==> src/rtl/dmaxcap_pkg.sv <==
// Shared constants, FSM state type and row-strobe decode helpers for dotmatix_capture.
// Latency: n/a (types and pure functions only).
// Backpressure: n/a.
package dmaxcap_pkg;

    localparam int ROWS    = 7;
    localparam int GROUPS  = 6;
    localparam int GROUP_W = 5;
    localparam int ROW_W   = GROUPS * GROUP_W;
    localparam int IN_W    = ROWS + ROW_W;

    typedef enum logic {
        ST_HOLD   = 1'b0,
        ST_SETTLE = 1'b1
    } state_e;

    // One registered sample of the display interface: strobe plus raw active-low columns.
    typedef struct packed {
        logic [ROWS-1:0]  row;
        logic [ROW_W-1:0] col;
    } sample_t;

    function automatic logic is_onehot7(input logic [ROWS-1:0] r);
        return (r != '0) && ((r & (r - 7'd1)) == '0);
    endfunction

    function automatic logic [2:0] onehot7_to_idx(input logic [ROWS-1:0] r);
        logic [2:0] idx;
        idx = 3'd0;
        for (int i = 0; i < ROWS; i++) begin
            if (r[i]) idx = 3'(i);
        end
        return idx;
    endfunction

endpackage

==> src/rtl/dmaxcap_stable_filter.sv <==
// Registers the 37 interface bits once and counts consecutive identical samples.
// Latency: in_q is 1 cycle after the ports; stable fires on the edge that completes STABLE_CYCLES samples.
// Backpressure: none; free-running every cycle.
module dmaxcap_stable_filter
    import dmaxcap_pkg::*;
#(
    parameter int STABLE_CYCLES = 4
) (
    input  logic            clk,
    input  logic            rst,
    input  logic [IN_W-1:0] in_raw,
    output logic [IN_W-1:0] in_q,
    output logic            changed,
    output logic            row_changed,
    output logic            stable
);

    localparam logic [15:0] LATCH_AT = 16'(STABLE_CYCLES - 1);

    logic [IN_W-1:0] in_d;
    logic [IN_W-1:0] prev_q, prev_d;
    logic [15:0]     cnt_q, cnt_d;

    // Change detect against the previous sample; counter restarts on change and saturates.
    always_comb begin
        in_d        = in_raw;
        prev_d      = in_q;
        changed     = (in_q != prev_q);
        row_changed = (in_q[IN_W-1:ROW_W] != prev_q[IN_W-1:ROW_W]);
        cnt_d       = cnt_q;
        if (changed) begin
            cnt_d = 16'd0;
        end else if (cnt_q != 16'hFFFF) begin
            cnt_d = cnt_q + 16'd1;
        end
        // Equality (not >=) so a long-held value reports stable exactly once.
        stable = !changed && (cnt_d == LATCH_AT);
    end

    // Input, history and counter registers.
    always_ff @(posedge clk) begin
        if (rst) begin
            in_q   <= '0;
            prev_q <= '0;
            cnt_q  <= '0;
        end else begin
            in_q   <= in_d;
            prev_q <= prev_d;
            cnt_q  <= cnt_d;
        end
    end

endmodule

==> src/rtl/dotmatix_capture.sv <==
// Rebuilds 7x30 dot-matrix frames from the row-scanned display bus; flags bad strobes and out-of-order rows.
// Latency: row latched STABLE_CYCLES edges after it reaches the ports; pulses 1 cycle later; read port 1 cycle.
// Backpressure: none; pure monitor. Optional DMAXCAP_ERRCNT_EN adds a saturating err_count output.
module dotmatix_capture
    import dmaxcap_pkg::*;
#(
    parameter int STABLE_CYCLES = 4
) (
    input  logic        clk,
    input  logic        rst,
    input  logic [6:0]  DMAXRow,
    input  logic [4:0]  DMAXCol0,
    input  logic [4:0]  DMAXCol1,
    input  logic [4:0]  DMAXCol2,
    input  logic [4:0]  DMAXCol3,
    input  logic [4:0]  DMAXCol4,
    input  logic [4:0]  DMAXCol5,
    input  logic [2:0]  rd_row,
    output logic [29:0] rd_data,
    output logic        frame_valid,
    output logic [7:0]  frame_count,
    output logic        err_row,
`ifdef DMAXCAP_ERRCNT_EN
    output logic [7:0]  err_count,
`endif
    output logic        err_seq
);

    logic [IN_W-1:0]  in_raw;
    logic [IN_W-1:0]  in_q_w;
    logic             changed;
    logic             row_changed;
    logic             stable;
    sample_t          smp;
    logic [ROW_W-1:0] cols_on;
    logic [2:0]       idx;

    state_e           state_q;
    logic [2:0]       exp_q;
    logic [ROW_W-1:0] working_q [ROWS];
    logic [ROW_W-1:0] shadow_q  [ROWS];
    logic             frame_valid_q;
    logic [7:0]       frame_count_q;
    logic             err_row_q;
    logic             err_seq_q;
    logic [ROW_W-1:0] rd_data_q, rd_data_d;

    assign in_raw = {DMAXRow, DMAXCol5, DMAXCol4, DMAXCol3, DMAXCol2, DMAXCol1, DMAXCol0};

    dmaxcap_stable_filter #(
        .STABLE_CYCLES (STABLE_CYCLES)
    ) u_filter (
        .clk         (clk),
        .rst         (rst),
        .in_raw      (in_raw),
        .in_q        (in_q_w),
        .changed     (changed),
        .row_changed (row_changed),
        .stable      (stable)
    );

    // Decode the settled sample: pixels are stored active-high.
    always_comb begin
        smp     = sample_t'(in_q_w);
        cols_on = ~smp.col;
        idx     = onehot7_to_idx(smp.row);
    end

    // Capture FSM: arm on a row change, latch once when settled, sequence rows into working/shadow.
    always_ff @(posedge clk) begin
        if (rst) begin
            state_q       <= ST_HOLD;
            exp_q         <= 3'd0;
            frame_valid_q <= 1'b0;
            frame_count_q <= 8'd0;
            err_row_q     <= 1'b0;
            err_seq_q     <= 1'b0;
            for (int i = 0; i < ROWS; i++) begin
                working_q[i] <= '0;
                shadow_q[i]  <= '0;
            end
        end else begin
            frame_valid_q <= 1'b0;
            err_row_q     <= 1'b0;
            err_seq_q     <= 1'b0;
            case (state_q)
                ST_HOLD: begin
                    if (row_changed) begin
                        if (is_onehot7(smp.row)) begin
                            state_q <= ST_SETTLE;
                        end else if (smp.row != '0) begin
                            err_row_q <= 1'b1;
                        end
                    end
                end
                ST_SETTLE: begin
                    if (row_changed && !is_onehot7(smp.row)) begin
                        state_q <= ST_HOLD;
                        if (smp.row != '0) err_row_q <= 1'b1;
                    end else if (!changed && stable) begin
                        state_q <= ST_HOLD;
                        if (idx == exp_q) begin
                            working_q[idx] <= cols_on;
                            if (idx == 3'(ROWS - 1)) begin
                                // Commit includes the row being written this cycle.
                                for (int i = 0; i < ROWS - 1; i++) begin
                                    shadow_q[i] <= working_q[i];
                                end
                                shadow_q[ROWS-1] <= cols_on;
                                frame_valid_q    <= 1'b1;
                                frame_count_q    <= frame_count_q + 8'd1;
                                exp_q            <= 3'd0;
                            end else begin
                                exp_q <= exp_q + 3'd1;
                            end
                        end else if (idx == 3'd0) begin
                            // Row 0 out of turn starts a fresh frame.
                            err_seq_q    <= 1'b1;
                            working_q[0] <= cols_on;
                            exp_q        <= 3'd1;
                        end else begin
                            err_seq_q <= 1'b1;
                            exp_q     <= 3'd0;
                        end
                    end
                end
                default: state_q <= ST_HOLD;
            endcase
        end
    end

    // Read mux: out-of-range rows read as blank.
    always_comb begin
        rd_data_d = '0;
        if (int'(rd_row) < ROWS) rd_data_d = shadow_q[rd_row];
    end

    // Registered read port; sees pre-commit shadow on a commit edge.
    always_ff @(posedge clk) begin
        if (rst) rd_data_q <= '0;
        else     rd_data_q <= rd_data_d;
    end

`ifdef DMAXCAP_ERRCNT_EN
    logic [7:0] err_count_q, err_count_d;

    // Saturating count of error pulses.
    always_comb begin
        err_count_d = err_count_q;
        if ((err_row_q || err_seq_q) && (err_count_q != 8'hFF)) begin
            err_count_d = err_count_q + 8'd1;
        end
    end

    // Error counter register.
    always_ff @(posedge clk) begin
        if (rst) err_count_q <= 8'd0;
        else     err_count_q <= err_count_d;
    end

    assign err_count = err_count_q;
`endif

    assign rd_data     = rd_data_q;
    assign frame_valid = frame_valid_q;
    assign frame_count = frame_count_q;
    assign err_row     = err_row_q;
    assign err_seq     = err_seq_q;

endmodule
==> config.mk <==
export PLATFORM = sky130hd
export DESIGN_NAME = dotmatix_capture
export DESIGN_NICKNAME = d
export VERILOG_FILES = /design/src/rtl/dmaxcap_pkg.sv /design/src/rtl/dmaxcap_stable_filter.sv /design/src/rtl/dotmatix_capture.sv
export SDC_FILE = /design/constraint.sdc
export NUM_CORES = 1
export LEC_CHECK = 0
export BUFFER_PORTS_ARGS = -buffer_cell sky130_fd_sc_hd__clkbuf_2
export CELL_PAD_IN_SITES_DETAIL_PLACEMENT = 1
export CELL_PAD_IN_SITES_GLOBAL_PLACEMENT = 1
export CORE_MARGIN = 2
export CORE_UTILIZATION = 30
export CTS_BUF_LIST = sky130_fd_sc_hd__clkbuf_4
export DETAILED_ROUTE_END_ITERATION = 6
export PLACE_DENSITY_LB_ADDON = 0.2
export SKIP_LAST_GASP = 1
export SYNTH_ARGS = -nofsm -noshare
export SYNTH_HDL_FRONTEND = slang
export SYNTH_SLANG_ARGS = --single-unit
==> constraint.sdc <==
create_clock -name clk -period 24 [get_ports clk]
set_input_delay 3.6 -clock clk [delete_from_list [all_inputs] [get_ports clk]]
set_output_delay 3.6 -clock clk [all_outputs]
set_load 0.005 [all_outputs]
Word level (Yosys, flattened, before mapping)

Memories as Yosys holds them, arrays and structs flattened. A register that Yosys moved wholly into a read port is not among the register bits.
Cells that the tools add are included.

Bits in read-only memories: 0
Word-level logic and storage cells: 105
RAM bits: 420
Output and inout port bits: 41
Flip-flop bits (word level): 105
Latch bits: 0
Memories kept: 2

Memories:

| name      | words | width | rd ports | clocked after Yosys merged registers in | wr ports | line                   | RTL |
|---|---|---|---|---|---|---|---|
| shadow_q  | 7     | 30    | 1        | 1                                       | 7        | dotmatix_capture.sv:41 | `logic [ROW_W-1:0] shadow_q [ROWS];` |
| working_q | 7     | 30    | 6        | 0                                       | 7        | dotmatix_capture.sv:40 | `logic [ROW_W-1:0] working_q [ROWS];` |

Shift operators: 0
Multipliers: 0
Eq/ne operators: 6
$lt $le $gt $ge: 1
Divide/modulo/power cells: 0
Reduce and logical (&&, ||, !) cells: 14
Add/subtract/negate cells: 4
Mux-type cells: 55
Bitwise gates (word level): 14

Operator list:

| cell                    | count |
|---|---|
| $mux W30                | 9 |
| $ne A37 B37 Y1          | 1 |
| $mux W1                 | 34 |
| $mux W16                | 2 |
| $not A30 Y30            | 1 |
| $reduce_or A30 Y1       | 1 |
| $mux W3                 | 8 |
| $add A16 B1 Y16 const B | 1 |
| $eq A16 B2 Y1 const B   | 1 |
| $ne A16 B16 Y1 const B  | 1 |
| $add A8 B1 Y8 const B   | 1 |
| $or A1 B1 Y1            | 8 |
| $and A7 B7 Y7           | 1 |
| $logic_not A7 Y1        | 1 |
| $ne A7 B7 Y1            | 1 |
| $reduce_bool A7 Y1      | 1 |
| $sub A7 B1 Y7 const B   | 1 |
| $reduce_and A5 Y1       | 1 |
| $logic_and A1 B1 Y1     | 4 |
| $not A1 Y1              | 4 |
| $pmux W1 S2             | 2 |
| $reduce_or A4 Y1        | 1 |
| $add A3 B1 Y3 const B   | 1 |
| $eq A3 B3 Y1            | 1 |
| other kinds (6)         | 7 |

Longest topological paths before layout

Gate-level depths: netlist (run 1).

Word-level depth: 16
Gate-level depth with buffers: 13
Depth with buffers taken out: 8

Hierarchy

From an unflattened synthesis (run 1), not the netlist that was laid out.

Cell total of the unflattened synthesis: 1573
Area, all modules: 21119.0 um^2

By module, submodules not included:

| module                | cells an instance | sequential area each (um^2) | area each (um^2) | instances |
|---|---|---|---|---|
| dotmatix_capture      | 1249              | 12612.1                     | 17790.8          | 1 |
| dmaxcap_stable_filter | 324               | 1801.7                      | 3328.2           | 1 |

Least setup slack after synthesis (run 1)

No wires, ideal clock.

Kind: reg-to-reg
Start: register u_filter.cnt_q[0]
End: memory shadow_q[0][0] (netlist name) (enable)
Data required time: 22.929 ns
Period minus slack after synthesis: 17.914 ns
Stages on the path, launching flop included: 10
Buffers on the path: 2
Path slack: 6.086 ns
Arrival: 16.843 ns
Path through: dfxtp_1 -> ha_1 -> nand3_1 -> nor3_1 -> mux2_2 -> o21ai_0 -> nand4_1 -> clkbuf_1 -> clkbuf_1 -> o21ai_0

RTL lines:

| what                   | line                        | RTL |
|---|---|---|
| from (decl)            | dmaxcap_stable_filter.sv:22 | `logic [15:0] cnt_q, cnt_d;` |
| from (signal assigned) | dmaxcap_stable_filter.sv:49 | `cnt_q <= cnt_d;` |
| to (decl)              | dotmatix_capture.sv:41      |  |

==> results of run 1 <==
==> where the power goes <==
| group | switching (W) | total (W) | internal (W) |
|---|---|---|---|
| clock network | 0.000378 | 0.000874 | 0.000495 |
| logic | 0.0000520 | 0.0000815 | 0.0000294 |
| registers | 0.0000197 | 0.00103 | 0.00101 |
==> final cells by class <==
cell class / instances / area share
clock inverters: 24 / 0.00740
clock buffers: 248 / 0.0776
diodes: 7 / 0.000730
flip-flops and latches: 525 / 0.601
inverters: 7 / 0.00109
multi-input cells: 902 / 0.241
repair buffers: 99 / 0.0227
well taps: 931 / 0.0485
==> per-layer routing <==
| metal | part of all wire | track usage | vias up | wire (um) |
|---|---|---|---|---|
| li1 | - | - | 5832 | - |
| met1 | 0.46 | 0.185 | 6111 | 22800 |
| met2 | 0.48 | 0.237 | 241 | 24100 |
| met3 | 0.041 | 0.0376 | 95 | 2070 |
| met4 | 0.023 | 0.0609 | 0 | 1160 |
| met5 | 0 | 0 | - | 0 |
==> sequential cells by signal, indices dropped and copies added, names as in the netlist <==
register / cells
exp_q: 3
state_q: 1
working_q: 180
shadow_q: 210
u_filter.cnt_q: 16
frame_count: 8
rd_data: 30
err_row: 1
frame_valid: 1
u_filter.prev_q: 37
u_filter.in_q: 37
err_seq: 1
==> kinds of logic after synthesis <==
family / count (synthesis)
xor gates and xnor gates: 48
adders and majority gates: 3
buffers and inverters: 134
muxes: 93
DFF: 525
and+or+nand+nor: 665
AOI/OAI and AO/OA: 93
==> Yosys cell counts, drive strengths merged <==
cell       n
and4       8
nor2     243
a22oi      1
mux2i     62
o31ai      8
xor2       8
inv        7
nand4     22
dfxtp    135
edfxtp   390
clkbuf    90
a41o       2
nand3b     1
nand3     15
nor3b      3
mux2       1
or2        2
a2111oi    2
o21bai     2
ha         3
o211ai     1
buf       37
o21ai     42
nor4       8
a22o       1
mux4      30
or3        8
a21oi     20
nor2b     73
a311oi     2
nand2     45
a21o       1
nor3      40
nand2b     1
and3       7
xnor2     40
a211oi     4
or4        7
a31o       2
a31oi      5
and2     182
==> final timing paths <==
kind | startpoint | endpoint | slack, ns
hold reg to reg | state_q | state_q | 0.48
setup / recovery | rst | shadow_q[2][16] | 17.80
setup reg to reg | u_filter.cnt_q[0] | shadow_q[2][16] | 18.11
hold / removal | state_q | state_q | 0.48
==> worst max-delay path: cells and delay by family <==
family / cells / cell delay [ns]
AOI/OAI and AO/OA: 1 / 0.51
buffers and inverters: 4 / 2.56
==> cell usage in the layout, fill, tap and decap left out, drive strengths merged, types with 8 or more instances in the layout <==
master | synthesis | final
clkbuf | 90 | 327
clkinv | 0 | 16
and4 | 8 | 8
mux4 | 30 | 30
nor4 | 8 | 8
xor2 | 8 | 8
o31ai | 8 | 8
nand4 | 22 | 22
o21ai | 42 | 42
xnor2 | 40 | 40
and2 | 182 | 182
buf | 37 | 20
nor2b | 73 | 73
inv | 7 | 11
nor2 | 243 | 243
or3 | 8 | 8
nor3 | 40 | 40
dfxtp | 135 | 135
mux2i | 62 | 62
edfxtp | 390 | 390
a21oi | 20 | 20
nand3 | 15 | 15
nand2 | 45 | 45
==> metrics by stage <==
step / power [W] / hold slack (ns) / worst slack, ns / util
after floorplan: 0.00110 / 0.444 / 6.09 / -
after global placement: 0.00113 / 0.491 / 16.79 / 0.320
after detailed placement: 0.00113 / 0.488 / 16.72 / 0.320
after CTS: 0.00202 / 0.486 / 17.83 / 0.350
after global routing: 0.00208 / 0.491 / 17.52 / 0.350
final: 0.00198 / 0.481 / 17.80 / 0.350
==> impl_metrics.yaml, run 1 <==
synth:
  synth-adder-area-share: 0.00181
  netlist_instances: 1561
  synth_top_family_by_area: "simple AND/OR/NAND/NOR gates"
  post_synthesis_simple_gate_area_fraction: 0.165
  ys_seq_area_frac: 0.693
  synth_top_area_share: 0.563
  synth.yosys.warnings: 0
  synthesis.nets: 1606
  syn-mean-instance-area_um2: 13.3
  post_synth_instance_area_um2: 20800
  synth_compound_gate_area_share: 0.0273
  synth_seq_cells: 525
  yosys-mux-area-fraction: 0.0629
  synth_xor_xnor_area_share: 0.0202
  yosys-top-cells-area: "edfxtp_1, dfxtp_1, and2_1"
  netlist.top_cell.by_area: "edfxtp_1"
  synth.distinct_cells: 50
clocking:
  clock_tree.htree_level_count: 4
  clk-insertion-delay-late_ns: 0.97
  clock_sinks: 525
  post_cts_buffers: 0
  cts_root_buf: "clkbuf_4"
  cts_repair_resize_count: 0
  cts_tree: "done"
  clkSlewWorstSetupHoldPaths_ns: 0.06
  post_cts_hold_buffer_count: 0
  numCtsBuffers: 147
  ctsLongestPathBuffers: 3
worst_setup_path:
  crit_path_top_delay_cell: "buf_4"
  type_of_origin_of_the_critical_path: "primary input"
  critical_path_class: "primary input to register"
  critical_path_cell_list: "buf_4 > inv_1 > o21ai_4 > buf_4 > buf_4"
  critical-path-top-cell-by-count: "buf_4"
  cp_data_required_time_ns: 24.58
  worst_setup_path_end_kind: "register"
  slowest_delay_ns: 0.76
  arrival_ns: 6.78
  number_of_cell_instances_on_the_worst_register_to_register_path: 9
  worst-path-max-fanout: 64
floorplanning:
  die_h_um: 267
  die_x_um: 267
  placement_rows: 96
  die_area_um2: 71400
  placeableCoreArea_um2: 68600
  initial_utilization: 0.303
  ioPinCount: 83
cells_and_area:
  multiInputGateArea_um2: 5790
  fillerInstances: 7324
  flow.area_growth_from_synthesis_pct: 15.4
  finalNetCount: 1727
  seqCellArea_um2: 14400
  finalInstanceArea_um2: 24000
  fin_cells: 2743
  layout-drive-gt1-share: 0.224
detailed_routing:
  wl_per_cell_um: 18.3
  drt.antenna.violating_nets: 0
  routed_via_count_divided_by_cell_count: 4.48
  drc: 0
  drt_first_pass_iters: 5
  initialDrtViolationCount: 621
  drt-total-wl_um: 50100
  dr_vias: 12300
grt:
  grt_antenna_before_repair: 3
  grt_pass1_wl_um: 78000
  globalRouteTotalUtil: 0.146
  grt_overflow_total: 0
  maximum_number_of_pins_on_one_net_before_global_route_repair: 100
  first_global_vias: 13200
placement:
  placed_area_um2: 21900
  port_buffers: 82
  dp_hpwl_um: 28900
  place.detailed.instances: 2464
  place.gp.congestion: 0.744
job:
  max_cap_violations: 0
hold_path:
  number_of_stages_on_the_worst_hold_path: 2
  hp-class: "register to register"
sta:
  timing.final.crit_share: 0.258
  fin_setup_tns_ns: 0
  worst_pin_slew_ns: 1.08
  fmax_mhz: 161
  timing_max_transition_violations_final: 0
  rsz0062_at_grt: "no"
  worst_slew_margin_rel: 0.277
  setup_violations: 0
  finalWorstPathRequiredPeriod_ns: 6.20
  report.final.hold_viol_count: 0
  final.setup_skew_ns: 0.0609
power:
  irDropWorstVdd_mv: 0.0415
  pwr_density_cell_nw_per_um2: 82.6
  power_leakage_nw: 9.22
run_status:
  outcome: "finished clean"
Power figures use the tool's default switching activity.
==> run 2: changes to the inputs <==
--- a/config.mk
+++ b/config.mk
@@ -5,6 +5,7 @@
 export SDC_FILE = /design/constraint.sdc
 export NUM_CORES = 1
 export LEC_CHECK = 0
+export ABC_AREA = 1
 export BUFFER_PORTS_ARGS = -buffer_cell sky130_fd_sc_hd__clkbuf_2
 export CELL_PAD_IN_SITES_DETAIL_PLACEMENT = 1
 export CELL_PAD_IN_SITES_GLOBAL_PLACEMENT = 1
==> constraint.sdc (replaced) <==
create_clock -name clk -period 5.3 [get_ports clk]
set_input_delay 0.795 -clock clk [delete_from_list [all_inputs] [get_ports clk]]
set_output_delay 0.795 -clock clk [all_outputs]
set_load 0.005 [all_outputs]
==> impl_metrics.yaml, run 2 <==
detailed_routing:
  initialDrtViolationCount: 698
  drt_first_pass_iters: 5
  dr_vias: 15000
  drt-total-wl_um: 59100
  wl_per_cell_um: 17.7
  routed_via_count_divided_by_cell_count: 4.49
  drt.antenna.violating_nets: 0
  drc: 0
floorplanning:
  placement_rows: 97
  placeableCoreArea_um2: 70000
  die_area_um2: 72900
  ioPinCount: 83
  initial_utilization: 0.303
  die_h_um: 270
  die_x_um: 270
synth:
  synth_seq_cells: 525
  ys_seq_area_frac: 0.679
  synth.yosys.warnings: 0
  yosys_most_used_dff: "edfxtp_1"
  post_synthesis_simple_gate_area_fraction: 0.166
  synth.distinct_cells: 38
  synth_xor_xnor_area_share: 0.0131
  synth_top_area_share: 0.551
  netlist_instances: 2090
  syn-mean-instance-area_um2: 10.2
  yosys-mux-area-fraction: 0
  synth-edff-count: 390
  synthesis.nets: 2135
  netlist.top_cell.by_area: "edfxtp_1"
  synth_compound_gate_area_share: 0.0615
  post_synth_instance_area_um2: 21200
  synth-adder-area-share: 0.00177
  synth_commonest_cells: "nor2_1, edfxtp_1, inv_1, nand2_1, dfxtp_1"
  post-synth-top-count-cell: "nor2_1"
  yosys-top-cells-area: "edfxtp_1, dfxtp_1, nor2_1"
  synth_top_family_by_area: "simple AND/OR/NAND/NOR gates"
  postSynth.asyncResetShare: 0
clocking:
  numCtsBuffers: 146
  cts_repair_resize_count: 0
  post_cts_hold_buffer_count: 37
  clk-insertion-delay-late_ns: 0.98
  clock_tree.htree_level_count: 4
  cts_root_buf: "clkbuf_4"
  clkSlewWorstSetupHoldPaths_ns: 0.06
  clock_sinks: 525
  cts_tree: "done"
  ctsLongestPathBuffers: 3
  post_cts_buffers: 0
grt:
  grt_pass1_wl_um: 91100
  maximum_number_of_pins_on_one_net_before_global_route_repair: 136
  first_global_vias: 15800
  grt_overflow_total: 0
  grt_antenna_before_repair: 1
  globalRouteTotalUtil: 0.164
run_status:
  outcome: "finished clean"
cells_and_area:
  seqCellArea_um2: 14400
  fillerInstances: 7989
  layout_commonest_cell: "nor2_1"
  largest_register_ffs: 210
  layout.cells.most_common_list: "nor2_1, edfxtp_1, inv_1"
  finalNetCount: 2334
  biggestRegsByFlops: "shadow_q: 210 flops, working_q: 180 flops"
  layout-drive-gt1-share: 0.163
  flow.area_growth_from_synthesis_pct: 18.2
  top_register: "shadow_q"
  multiInputGateArea_um2: 5200
power:
  pwr_density_cell_nw_per_um2: 360
  power.share.switching: 0.237
  seq_power_share: 0.512
  comb_power_share: 0.054
  pwr-share-clk: 0.434
  power_leakage_nw: 10.5
  p_switching_w: 0.00214
  irDropWorstVdd_mv: 0.186
  report.power.total_w: 0.00905
  p_int_w: 0.00691
sta:
  worst_pin_slew_ns: 0.983
  report.final.hold_viol_count: 0
  finalWorstPathRequiredPeriod_ns: 3.95
  final.setup_skew_ns: 0.0612
  final_critical_path_setup_slack_ns: 1.35
  worst_slew_margin_rel: 0.344
  fin_setup_tns_ns: 0
  rsz0062_at_grt: "no"
  fmax_mhz: 253
  timing_max_transition_violations_final: 0
  timing.final.crit_share: 0.745
  setup_violations: 0
placement:
  port_buffers: 82
  place_worst_setup_slack_ns: 1.24
  dp_hpwl_um: 36100
  place.gp.congestion: 0.748
worst_setup_path:
  type_of_origin_of_the_critical_path: "register"
  slowest_delay_ns: 0.53
  worst_setup_path_end_kind: "register"
  critical_path_cell_list: "xnor2_1 > nand2_1 > nor2_1 > nand3_1 > nor2_2 > nand3_2 > nor2_4 > nand4_4 > nor2_4 > nand3_1 > nand2_1 > nand3_1 > nand2_1 > buf_4"
  rr_startpoint: "u_filter.in_q[36]"
  number_of_cell_instances_on_the_worst_register_to_register_path: 14
  worst-path-max-fanout: 30
  cp_data_required_time_ns: 5.89
  cp-startpoint: "u_filter.in_q[36]"
  arrival_ns: 4.54
  critical_path_class: "register to register"
  crit_path_top_delay_cell: "dfxtp_1"
hold_path:
  hold_path_startpoint: "rst"
  number_of_stages_on_the_worst_hold_path: 2
  hp-class: "primary input to register"
job:
  max_cap_violations: 0
[run 2: cell types whose count changed in the layout (fill, tap and decap cells not counted), moves of 34 or more]
cell,change
nor2_1,+323
inv_1,+317
and2_1,-182
nand2_1,+173
nor2b_1,-73
mux2i_1,-62
o211ai_1,+60
nand3_1,+45
dlygate4sd3_1,+37
nor3_1,-35
o21ai_0,+34
[run 2: power groups by stage]
stage | Sequential (W) | Clock (W) | Combinational (W)
final | 0.00463 | 0.00393 | 0.000488
after global routing | 0.00465 | 0.00429 | 0.000548
after CTS | 0.00463 | 0.00410 | 0.000502
after detailed placement | 0.00472 | 0 | 0.000479
after global placement | 0.00471 | 0 | 0.000471
after floorplan | 0.00471 | 0 | 0.000267
[run 2: metrics by stage]
step,hold slack (ns),cells,area [um^2],utilization
floorplan,0.427,2090,21200,-
global route,0.182,3340,25100,0.358
CTS,0.133,3339,25100,0.358
global placement,0.438,3044,22700,0.325
finish,0.256,3340,25100,0.358
detailed placement,0.446,3044,22700,0.325
[run 2: path summary, 6_finish.rpt]
check | to | slack, ns
setup / recovery | working_q[4][9] | 1.35
hold / removal | u_filter.prev_q[10] | 0.26
hold reg to reg | u_filter.prev_q[20] | 0.45
setup reg to reg | working_q[4][9] | 1.35
[run 2: logic make-up (layout without fill, tap and decap cells)]
family / Yosys count / after routing
buf+inv: 433 / 742
fa+ha+maj: 3 / 3
xor+xnor: 31 / 31
simple gates: 879 / 879
other cells: 0 / 1
flops: 525 / 525
compound gates: 219 / 219
[run 2: cell type report]
cell class	count	area share
Sequential cell	525	0.574
Tap cell	940	0.0469
Clock inverter	30	0.0106
Clock buffer	228	0.0682
Timing Repair Buffer	151	0.0429
Inverter	333	0.0498
Antenna cell	1	0.0000997
Multi-Input combinational cell	1132	0.207
[run 2: worst max-delay path, delay by kind of cell, from the launching register on]
family | cells | cell delay, ns
buf+inv | 1 | 0.43
simple gates | 12 | 2.43
flops | 1 | 0.53
xor+xnor | 1 | 0.17
[run 2: routing by layer]
| layer | up-vias | wire length (um) | global-route usage |
|---|---|---|---|
| met5 | - | 0 | 0 |
| li1 | 7233 | - | - |
| met3 | 109 | 2920 | 0.0411 |
| met1 | 7319 | 26300 | 0.204 |
| met2 | 321 | 28500 | 0.275 |
| met4 | 0 | 1350 | 0.0636 |
==> run 3: changes to the inputs <==
==> constraint.sdc (replaced) <==
create_clock -name clk -period 3.45 [get_ports clk]
set_input_delay 0.5175 -clock clk [delete_from_list [all_inputs] [get_ports clk]]
set_output_delay 0.5175 -clock clk [all_outputs]
set_load 0.005 [all_outputs]
==> impl_metrics.yaml, run 3 (synthesized netlist as in run 2, its figures left out) <==
run_status:
  outcome: "finished clean"
clocking:
  clock_sinks: 525
  cts_tree: "done"
  cts_root_buf: "clkbuf_4"
  numCtsBuffers: 150
  ctsLongestPathBuffers: 3
  clkSlewWorstSetupHoldPaths_ns: 0.07
  clock_tree.htree_level_count: 4
  clk-insertion-delay-late_ns: 0.99
power:
  power_leakage_nw: 10.9
  pwr_density_cell_nw_per_um2: 542
  pwr-share-clk: 0.436
  irDropWorstVdd_mv: 0.301
  report.power.total_w: 0.0140
  p_switching_w: 0.00331
  comb_power_share: 0.057
  p_int_w: 0.0107
  seq_power_share: 0.507
  power.share.switching: 0.236
floorplanning:
  die_area_um2: 72900
  die_h_um: 270
  initial_utilization: 0.303
  placeableCoreArea_um2: 70000
  die_x_um: 270
  ioPinCount: 83
  placement_rows: 97
detailed_routing:
  routed_via_count_divided_by_cell_count: 4.42
  drc: 0
  drt-total-wl_um: 58800
  wl_per_cell_um: 17.2
  dr_vias: 15100
  initialDrtViolationCount: 735
  drt.antenna.violating_nets: 0
  drt_first_pass_iters: 5
cells_and_area:
  layout.cells.most_common_list: "nor2_1, edfxtp_1, inv_1"
  finalInstanceArea_um2: 25900
  layout_commonest_cell: "nor2_1"
  top_register: "shadow_q"
  flow.area_growth_from_synthesis_pct: 22.1
  largest_register_ffs: 210
  biggestRegsByFlops: "shadow_q: 210 flops, working_q: 180 flops"
  finalNetCount: 2396
  layout-drive-gt1-share: 0.179
placement:
  dp_hpwl_um: 36800
  port_buffers: 82
  placed_area_um2: 23100
  place.gp.congestion: 0.762
sta:
  setup_violations: 0
  timing_max_transition_violations_final: 0
  fmax_mhz: 310
  worst_slew_margin_rel: 0.421
  report.final.hold_viol_count: 0
  finalWorstPathRequiredPeriod_ns: 3.22
  final.setup_skew_ns: 0.0634
  worst_hold_slack_ns: 0.129
  timing.final.crit_share: 0.934
  worst_pin_slew_ns: 0.864
  rsz0062_at_grt: "yes"
grt:
  first_global_vias: 16300
  globalRouteTotalUtil: 0.162
  grt_overflow_total: 0
  grt_antenna_before_repair: 2
  maximum_number_of_pins_on_one_net_before_global_route_repair: 112
  grt_pass1_wl_um: 90600
worst_setup_path:
  cp_data_required_time_ns: 4.11
  arrival_ns: 3.89
  type_of_origin_of_the_critical_path: "register"
  critical_path_class: "register to register"
  worst-path-max-fanout: 15
  worst_setup_path_end_kind: "register"
hold_path:
  hp-class: "primary input to register"
job:
  max_cap_violations: 0
==> run 3: cell types whose count changed in the layout (fill, tap and decap cells not counted), moves of 3 or more <==
cell / delta
dlygate4sd3_1: +23
buf_12: +12
buf_4: +12
clkbuf_4: +12
buf_6: +5
nand2_4: +4
diode_2: +3
==> run 3: through the flow <==
stage | instances | util | worst slack (ns) | TNS, ns
final | 3414 | 0.370 | 0.227 | 0
after global routing | 3412 | 0.370 | -0.0762 | -1.96
after CTS | 3404 | 0.368 | 0.0790 | 0
after detailed placement | 3073 | 0.330 | 0.136 | 0
after global placement | 3073 | 0.330 | 0.208 | 0
after floorplan | 2090 | - | 0.0377 | 0
==> run 3: layout make-up <==
| cell class | instances | area (um^2) |
|---|---|---|
| fill | 7977 | 44100 |
| inverter | 333 | 1250 |
| antenna | 4 | 10.0 |
| multi-input combinational | 1134 | 5250 |
| sequential | 525 | 14400 |
| tap | 940 | 1180 |
| timing repair buffer | 207 | 1790 |
| clock buffer | 240 | 1800 |
| clock inverter | 31 | 243 |
==> run 3: worst paths after layout <==
kind | start | end | slack (ns) | cells past startpoint
max | u_filter.cnt_q[0] | working_q[0][25] | 0.23 | 16
min | rd_row[0] | rd_data[8] | 0.13 | 5
max reg2reg | u_filter.cnt_q[0] | working_q[0][25] | 0.23 | 16
min reg2reg | u_filter.in_q[29] | u_filter.prev_q[29] | 0.45 | 2
==> run 3: critical path, stage by stage (launching register included) <==
cell	delay, ns
dfxtp_1	0.38
ha_2	0.24
nand3_2	0.13
inv_2	0.09
nand2_2	0.10
nor2_8	0.21
nor2_1	0.09
xnor2_2	0.19
nand3_2	0.12
nor2_4	0.13
nand4_4	0.18
nor2_4	0.22
nand3_1	0.09
nand2_1	0.13
nand3_1	0.20
nand2_4	0.16
clkbuf_16	0.23
==> run 3: layer usage <==
metal	share of wire	GRT usage	vias to the layer above
li1	-	-	7360
met1	0.45	0.205	7380
met2	0.48	0.268	267
met3	0.044	0.0421	89
met4	0.020	0.0560	0
met5	0	0	-
==> run 3: power groups by stage <==
stage	Combinational, W	Sequential (W)	Clock (W)
6_report	0.000802	0.00712	0.00613
5_1_grt	0.000900	0.00714	0.00672
4_1_cts	0.000802	0.00712	0.00636
3_5_place_dp	0.000748	0.00725	0
3_3_place_gp	0.000731	0.00725	0
2_1_floorplan	0.000412	0.00723	0
==> run 3: repair_timing <==
item,4_1_cts,5_1_grt
resized for setup,0,17
endpoints found under the setup margin,0,470
hold buffers,60,0
hold endpoints to repair,65,0
buffers inserted,0,2
